`src/rtl/coproc_control_unit.sv`:
```
// coproc_control_unit: job sequencer for the block-matrix-multiply coprocessor
// Accepts a job (r, c, mu), requests the memory bus, streams 2x2 A and B blocks into
// the register file, starts the PU once per inner step, then writes the C block back.
// Ports:
//   i_Clock / i_Reset                         clock, async active-low reset
//   i_Config                                  [7:0]=P, [15:8]=A base/4, [23:16]=B base/4, [31:24]=C base/4
//   i_Row_Index / i_Column_Index / i_mu       job indices, latched on accept
//   i_Indexes_Ready / o_Indexes_Received      job handshake (level in, 1-cycle pulse out)
//   i_Grant / o_Grant_Request                 memory bus arbitration
//   o_Memory_Read_Enable / o_Memory_Write_Enable / o_Memory_Address   memory port
//   o_RF_Address / o_RF_Write_Enable / o_RF_Read_Enable / o_AorB       register file port
//   o_PU_Start / i_Partial_Output_Ready       PU step handshake
//   o_Result_Ready                            job complete
// Optional: define CU_STICKY_RESULT_EN to hold o_Result_Ready until the next job is accepted.
module coproc_control_unit (
   input  logic        i_Clock,
   input  logic        i_Reset,
   input  logic [31:0] i_Config,
   input  logic [7:0]  i_Row_Index,
   input  logic [7:0]  i_Column_Index,
   input  logic [7:0]  i_mu,
   input  logic        i_Indexes_Ready,
   output logic        o_Indexes_Received,
   input  logic        i_Grant,
   output logic        o_Grant_Request,
   output logic        o_Memory_Read_Enable,
   output logic        o_Memory_Write_Enable,
   output logic [9:0]  o_Memory_Address,
   output logic [1:0]  o_RF_Address,
   output logic        o_RF_Write_Enable,
   output logic        o_RF_Read_Enable,
   output logic        o_AorB,
   output logic        o_PU_Start,
   input  logic        i_Partial_Output_Ready,
   output logic        o_Result_Ready
);
   typedef enum logic [2:0] {IDLE, REQ, LOAD_A, LOAD_B, START, WAIT_PU, WRITE, DONE} state_t;
   state_t     state, next_state;
   logic [2:0] count;
   logic [7:0] x, row, col, mu;
   logic [31:0] cfg;
   logic       rf_we_q, ack_q, result_q;
   logic [1:0] rf_waddr_q;
   logic       accept, loading, step, last_step, rd_en, wr_en, rf_re;
   logic [7:0] a_blk, b_blk, c_blk;
   logic [9:0] blk_base;
   logic [2:0] off;

   assign accept    = state == IDLE && i_Indexes_Ready;
   assign loading   = state == LOAD_A || state == LOAD_B;
   // the beat counter only advances while the bus is held
   assign step      = i_Grant && (loading || state == WRITE);
   assign last_step = {1'b0, x} + 9'd1 >= {1'b0, mu};
   // block indices only matter modulo 256 since each block spans 4 words of a 1024-word space
   assign a_blk     = row * mu + x;
   assign b_blk     = x * cfg[7:0] + col;
   assign c_blk     = row * cfg[7:0] + col;
   assign blk_base  = state == WRITE  ? {cfg[31:24], 2'b00} + {c_blk, 2'b00} :
                      state == LOAD_B ? {cfg[23:16], 2'b00} + {b_blk, 2'b00} :
                                        {cfg[15:8], 2'b00} + {a_blk, 2'b00};
   // memory writes trail the RF reads by one beat
   assign off       = state == WRITE ? count - 3'd1 : count;

   always_ff @(posedge i_Clock or negedge i_Reset)
      if (!i_Reset) state <= IDLE;
      else state <= next_state;

   always_comb begin
      next_state = state;
      case (state)
         IDLE:    if (accept && i_mu != 8'd0) next_state = REQ;
         REQ:     if (i_Grant) next_state = LOAD_A;
         LOAD_A:  if (step && count == 3'd4) next_state = LOAD_B;
         LOAD_B:  if (step && count == 3'd4) next_state = START;
         START:   next_state = WAIT_PU;
         WAIT_PU: if (i_Partial_Output_Ready) next_state = last_step ? WRITE : LOAD_A;
         WRITE:   if (step && count == 3'd4) next_state = DONE;
         default: next_state = IDLE;
      endcase
   end

   always_ff @(posedge i_Clock or negedge i_Reset)
      if (!i_Reset) begin
         count      <= 3'd0;
         x          <= 8'd0;
         row        <= 8'd0;
         col        <= 8'd0;
         mu         <= 8'd0;
         cfg        <= 32'd0;
         rf_we_q    <= 1'b0;
         rf_waddr_q <= 2'd0;
         ack_q      <= 1'b0;
         result_q   <= 1'b0;
      end else begin
         ack_q      <= accept;
         // RF write is the registered echo of the read issued last cycle, so it lands even if the grant drops
         rf_we_q    <= rd_en;
         rf_waddr_q <= count[1:0];
         count      <= step ? (count == 3'd4 ? 3'd0 : count + 3'd1) : (loading || state == WRITE) ? count : 3'd0;
         if (accept) begin
            row <= i_Row_Index;
            col <= i_Column_Index;
            mu  <= i_mu;
            cfg <= i_Config;
            x   <= 8'd0;
         end else if (state == WAIT_PU && i_Partial_Output_Ready && !last_step) x <= x + 8'd1;
`ifdef CU_STICKY_RESULT_EN
         result_q   <= next_state == DONE || (accept && i_mu == 8'd0) || (result_q && !accept);
`else
         result_q   <= next_state == DONE || (accept && i_mu == 8'd0);
`endif
      end

   always_comb begin
      rd_en                 = i_Grant && loading && count <= 3'd3;
      rf_re                 = i_Grant && state == WRITE && count <= 3'd3;
      wr_en                 = i_Grant && state == WRITE && count != 3'd0;
      o_Grant_Request       = state != IDLE;
      o_Memory_Read_Enable  = rd_en;
      o_Memory_Write_Enable = wr_en;
      o_Memory_Address      = (rd_en || wr_en) ? blk_base + {7'd0, off} : 10'd0;
      o_RF_Read_Enable      = rf_re;
      o_RF_Write_Enable     = rf_we_q;
      o_RF_Address          = rf_re ? count[1:0] : rf_we_q ? rf_waddr_q : 2'd0;
      o_AorB                = state == LOAD_B;
      o_PU_Start            = state == START;
      o_Indexes_Received    = ack_q;
      o_Result_Ready        = result_q;
   end
endmodule

```
`config.mk`:
```
export PLATFORM = sky130hd
export DESIGN_NAME = coproc_control_unit
export DESIGN_NICKNAME = d
export VERILOG_FILES = /design/src/rtl/coproc_control_unit.sv
export SDC_FILE = /design/constraint.sdc
export NUM_CORES = 1
export LEC_CHECK = 0
export CORE_AREA = 2 2 124 126
export DETAILED_ROUTE_END_ITERATION = 7
export DIE_AREA = 0 0 126 128
export GPL_ROUTABILITY_DRIVEN = 1
export PLACE_DENSITY = 0.86
export SYNTH_ARGS = -nofsm -noshare
export SYNTH_HDL_FRONTEND = slang
export SYNTH_SLANG_ARGS = --single-unit
```
`constraint.sdc`:
```
create_clock -name i_Clock -period 5.4 [get_ports i_Clock]
set_input_delay 0.54 -clock i_Clock [delete_from_list [all_inputs] [get_ports i_Clock]]
set_output_delay 0.54 -clock i_Clock [all_outputs]
set_load 0.02 [all_outputs]
```
# Yosys cells after proc, flatten, opt, wreduce, memory -nomap -nowiden
# Index checks and enable logic that the tools add are counted.
word_totals:
  ff_bits: 75
  inputBits: 61
  elab_cells: 78
classes:
  add_sub_neg: 11
  n_mul: 3
  n_lt_le_gt_ge: 2
  n_eq_ne: 9
  mux: 19
  reduce_logical: 23
op_table:
  columns: ["operator", "count"]
  rows:
  - ["$mux 3", 11]
  - ["$add 10x10->10", 3]
  - ["$mux 10", 3]
  - ["$add 8x8->8", 3]
  - ["$mul 8x8->8", 3]
  - ["$pmux 3 s7", 1]
  - ["$mux 8", 2]
  - ["$eq 3x3->1 const B", 5]
  - ["$logic_and 1x1->1", 12]
  - ["$add 10x3->10", 1]
  - ["$add 8x1->9 const B", 1]
  - ["$ge 9x8->1", 1]
  - ["$add 8x1->8 const B", 1]
  - ["$logic_not 8->1", 1]
  - ["$reduce_bool 8->1", 1]
  - ["$eq 3x2->1 const B", 2]
  - ["$reduce_bool 3->1", 2]
  - ["$logic_or 1x1->1", 4]
  - ["$mux 2", 2]
  - ["$add 3x1->3 const B", 1]
  - ["$eq 3x1->1 const B", 1]
  - ["$le 3x2->1 const B", 1]
  - ["$logic_not 3->1", 1]
  - ["$sub 3x1->3 const B", 1]
  - ["other kinds (3)", 3]

# Longest topological paths before layout
depth:
  depth_word: 9
  ltp_mapped: 22
  depth_no_buf: 21

# Worst setup path before layout
# No wires, ideal clock.
synth_path:
  kind: "register to output"
  from: "register row[3]"
  to: "output port o_Memory_Address[9]"
  t_arrival_ns: 4.848
  required_time_ns: 4.860
  path_slack_ns: 0.012
  stages_incl_launch_ff: 20
  n_path_buf: 1
  cell_sequence: "dfrtp_1 -> clkbuf_1 -> nand2_1 -> fa_1 -> inv_1 -> fa_1 -> ha_1 -> inv_1 -> fa_1 -> inv_1 -> fa_1 -> a21o_1 -> a21oi_1 -> xnor2_4 -> xnor3_1 -> xnor2_1 -> mux2i_1 -> mux2i_1 -> xor2_1 -> nor2_1"
synth_via:
  elab_chain_cells: 7
  elab_cells_between_ends: 10
  classes_between: "add/sub: 5; mul: 2; mux: 3"
synth_lines:
  columns: ["item", "line", "rtl"]
  rows:
  - ["start, declared", "40", "logic [7:0] x, row, col, mu;"]
  - ["start signal, assigned", "101", "row <= i_Row_Index;"]
  - ["$mul 8x8->8", "55", "assign a_blk = row * mu + x;"]
  - ["$add 8x8->8", "55", null]
  - ["$add 10x10->10", "60", "{cfg[15:8], 2'b00} + {a_blk, 2'b00};"]
  - ["$mux 10", "59", "state == LOAD_B ? {cfg[23:16], 2'b00} + {b_blk, 2'b00} :"]
  - ["$mux 10 *", "58", "assign blk_base = state == WRITE ? {cfg[31:24], 2'b00} + {c_blk, 2'b00} :"]
  - ["$add 10x3->10 *", "121", "o_Memory_Address = (rd_en || wr_en) ? blk_base + {7'd0, off} : 10'd0;"]
  - ["$mux 10 *", "121", null]
  - ["end, declared", "28", "output logic [9:0] o_Memory_Address,"]
# Every way passes the cells marked *; elsewhere a longest branch is shown, timed or not.

# Worst setup path in the final report
layout_path:
  from: "register mu[0]"
  to: "output port o_Memory_Address[9]"
layout_via:
  elab_chain_cells: 7
layout_lines:
  columns: ["item", "line", "rtl"]
  rows:
  - ["start, declared", "40", null]
  - ["start signal, assigned", "103", "mu <= i_mu;"]
  - ["$mul 8x8->8", "55", null]
  - ["$add 8x8->8", "55", null]
  - ["$add 10x10->10", "60", null]
  - ["$mux 10", "59", null]
  - ["$mux 10", "58", null]
  - ["$add 10x3->10", "121", null]
  - ["$mux 10", "121", null]
# Every way passes these cells.

==> flow_metrics.env <==
export IMPL_endpoint_kind="output pin"
export IMPL_wl_per_cell_um=17.96
export IMPL_crit_chain="nand2_2 > fa_1 > inv_2 > fa_1 > ha_1 > inv_1 > fa_1 > inv_2 > ha_1 > a21o_1 > a21oi_2 > xnor2_1 > ha_2 > or3_4 > o21ai_2 > a31oi_2 > xnor2_2 > mux2i_1 > mux2i_1 > xor2_1 > nor2_1 > buf_4"
export IMPL_avgSynthCellArea_um2=8.490
export IMPL_fill_cells=1063
export IMPL_htreeDepth=3
export IMPL_path_buf_inv=4
export IMPL_grt_busiest_layer="met2"
export IMPL_dp_cells=1220
export IMPL_dr_total_vias=7027
export IMPL_met2_usage=0.4896
export IMPL_drive_above_1_share=0.1786
export IMPL_hold_path_class="input port to async pin"
export IMPL_r2r_start="x[1]"
export IMPL_stdcell_area_mm2=0.009978
export IMPL_yosysTopAreaCell="dfrtp_1"
export IMPL_finalClockSkew_ns=0.006878
export IMPL_drt_initial_drc_count=542
export IMPL_grt_pass1_vias=7132
export IMPL_worstMarginPinSlew_ns=1.010
export IMPL_cts_tree="yes"
export IMPL_clk_path_buf_depth=2
export IMPL_cp_data_required_time_ns=4.86
export IMPL_synth_area_leaders="dfrtp_1, fa_1, ha_1, nand2_1, inv_1"
export IMPL_ff2ff_setup_slack_ns=1.90
export IMPL_status="complete, but fails checks"
export IMPL_yosysSeqAreaShare=0.2429
export IMPL_synth_seq_cells=75
export IMPL_regToRegEndpoint="x[5]"
export IMPL_clock_latency_ns=0.36
export IMPL_post_route_drc_count=0
export IMPL_r2r_cells=12
export IMPL_dr_pass1_iters=6
export IMPL_crit_slowest_cell="fa_1"
export IMPL_core_area_mm2=0.01486
export IMPL_crit_path_frequent_cell="fa_1"
export IMPL_fin_crit_ns=5.730
export IMPL_crit_path_start="mu[0]"
export IMPL_cp_arrival_ns=5.19
export IMPL_nets=1260
export IMPL_io_pins=82
export IMPL_synth_top_area_share=0.2429
export IMPL_rsz0062_at_grt="yes"
export IMPL_crit_type="flip-flop to output pin"
export IMPL_period_share=1.061
export IMPL_fp_dieArea_mm2=0.01613
export IMPL_diodes=0
export IMPL_synth_warnings=0
export IMPL_max_stage_delay_ns=0.56
export IMPL_area_growth_pct=29.15
export IMPL_numClockSinks=75
export IMPL_antenna_left=0
export IMPL_clkTransAtPathRegs_ns=0.06
export IMPL_worst_setup_path_start_kind="flip-flop"
export IMPL_num_rows=45
export IMPL_postSynthCellCount=910
export IMPL_ys_types=50
export IMPL_die_width_um=126
export IMPL_wl_mm=22.38
export IMPL_vias_per_cell=5.640
export IMPL_placedInstanceArea_mm2=0.009189
export IMPL_grtUsageMet1=0.3530
export IMPL_netlist_area_mm2=0.007726
export IMPL_grt_pass1_wl_mm=36.08
export IMPL_layout_setup_ws_ns=-0.3303
export IMPL_hold_viol_final=0
export IMPL_cts_root_buffer="clkbuf_16"
export IMPL_track_usage=0.2875
export IMPL_maxClockFrequency_mhz=174.5
export IMPL_worstPathMaxFanout=7
export IMPL_io_buffers=81
export IMPL_grt_max_degree=76
export IMPL_finalSetupViolCount=4
export IMPL_met3_usage=0.04132
export IMPL_whs_ns=0.3472
export IMPL_cp_depth=22
export IMPL_antenna_found_initial=0
export IMPL_max_slew_margin=0.3268
export IMPL_synth_nets=1115
export IMPL_slew_violations=0
export IMPL_die_h_um=128
export IMPL_numCtsBuffers=9
export IMPL_start_util=0.5198
export IMPL_critPathTopFamily="adder cells"
export IMPL_violations="setup timing"
export IMPL_gp_congestion=0.9604
export IMPL_maxCapViolations=0
export IMPL_overflow=0
export IMPL_crit_end="o_Memory_Address[9]"
export IMPL_fin_cells=1246
export IMPL_dp_hpwl_mm=15.28
repair_timing:
item	CTS	global route
setup buffers	8	5
hold buffers	0	0
gates resized for setup	93	14
setup endpoints to repair	5	5
pin swaps	49	20
registers in the layout (all words and copies together) (netlist names), 2 cells and up:
register / cells
col: 8
cfg: 32
state: 3
row: 8
rf_waddr_q: 2
count: 3
x: 8
mu: 8
worst reg2reg max path: cells and delay by family, from the launching register on:
family / cells / cell delay (ns)
simple gates: 5 / 1.76
flops: 1 / 0.49
compound gates: 3 / 0.47
fa+ha+maj: 1 / 0.28
buf+inv: 2 / 0.25
xor+xnor: 1 / 0.20
synthesized netlist by cell type, drive strengths merged:
cell type,count
o21ai,27
nand3b,2
a311oi,1
xnor2,49
mux2i,7
o21a,7
a211oi,4
nor2b,3
a31o,2
a21o,11
clkbuf,27
nand4,3
o22ai,4
o41ai,1
nor4,4
nand2b,4
and3,5
o211a,1
a31oi,6
xor2,25
nand3,11
and2,41
nand2,228
a22oi,1
or3,3
nor2,30
o32ai,1
ha,87
nor3b,4
dfrtp,75
a21oi,27
inv,120
o211ai,2
fa,57
nor3,11
o21bai,3
or3b,1
buf,8
o2bb2ai,1
xnor3,6
layout by cell type, fill, tap and decap left out, drive strengths merged, types with 2 or more instances in the layout:
cell type      synthesis  routed
a211oi                 4       4
a21o                  11      11
a21oi                 27      27
a31o                   2       2
a31oi                  6       6
and2                  41      41
and3                   5       5
buf                    8      93
bufinv                 0       2
clkbuf                27      12
clkdlybuf4s50          0      75
dfrtp                 75      75
fa                    57      57
ha                    87      87
inv                  120     120
mux2i                  7       7
nand2                228     228
nand2b                 4       4
nand3                 11      11
nand3b                 2       2
nand4                  3       3
nor2                  30      30
nor2b                  3       3
nor3                  11      11
nor3b                  4       4
nor4                   4       4
o211ai                 2       2
o21a                   7       7
o21ai                 27      27
o21bai                 3       3
o22ai                  4       4
or3                    3       3
xnor2                 49      49
xnor3                  6       6
xor2                  25      25
layout make-up:
| class | count | area, µm² | area share |
|---|---|---|---|
| multi-input cells | 680 | 5585 | 0.5597 |
| flip-flops and latches | 75 | 1884 | 0.1888 |
| repair buffers | 169 | 1506 | 0.1510 |
| inverters | 120 | 450.4 | 0.04514 |
| clock buffers | 12 | 256.5 | 0.02571 |
| well taps | 188 | 235.2 | 0.02357 |
| clock inverters | 2 | 60.06 | 0.006019 |
worst min-delay path by stage:
stage          endpoint  cells past startpoint
2_1_floorplan    cfg[0]                      0
4_1_cts        count[2]                      1
6_report       count[2]                      1
3_3_place_gp    cfg[29]                      2
5_1_grt        count[2]                      1
3_5_place_dp    cfg[24]                      2
cell families (layout without fill, tap and decap cells):
kind of cell             Yosys count  count (layout)  synth area share
AND/OR/NAND/NOR                  350             350            0.1994
buffers and inverters            155             303           0.07789
adder cells (fa/ha/maj)          144             144            0.2886
AO/OA/AOI/OAI                     99              99           0.07838
XOR/XNOR                          80              80            0.1038
flip-flops                        75              75            0.2429
multiplexers                       7               7          0.009069
through the flow:
| stage | TNS (ns) | utilization | setup slack, ns |
|---|---|---|---|
| 2_1_floorplan | 0 | - | 0.01190 |
| 4_1_cts | -0.4938 | 0.6657 | -0.2993 |
| 3_5_place_dp | -1.691 | 0.6182 | -0.5271 |
| 3_3_place_gp | -1.596 | 0.6182 | -0.5170 |
| 6_report | -0.9033 | 0.6713 | -0.3303 |
| 5_1_grt | -1.411 | 0.6713 | -0.4488 |
layer usage:
layer,share of wire,vias to the layer above
met4,0.057,0
met1,0.39,3413
li1,-,3163
met5,0,-
met3,0.065,96
met2,0.49,355
Power is not shown: default switching activity piles up to over one toggle a cycle in this logic, so the estimate is an artifact.
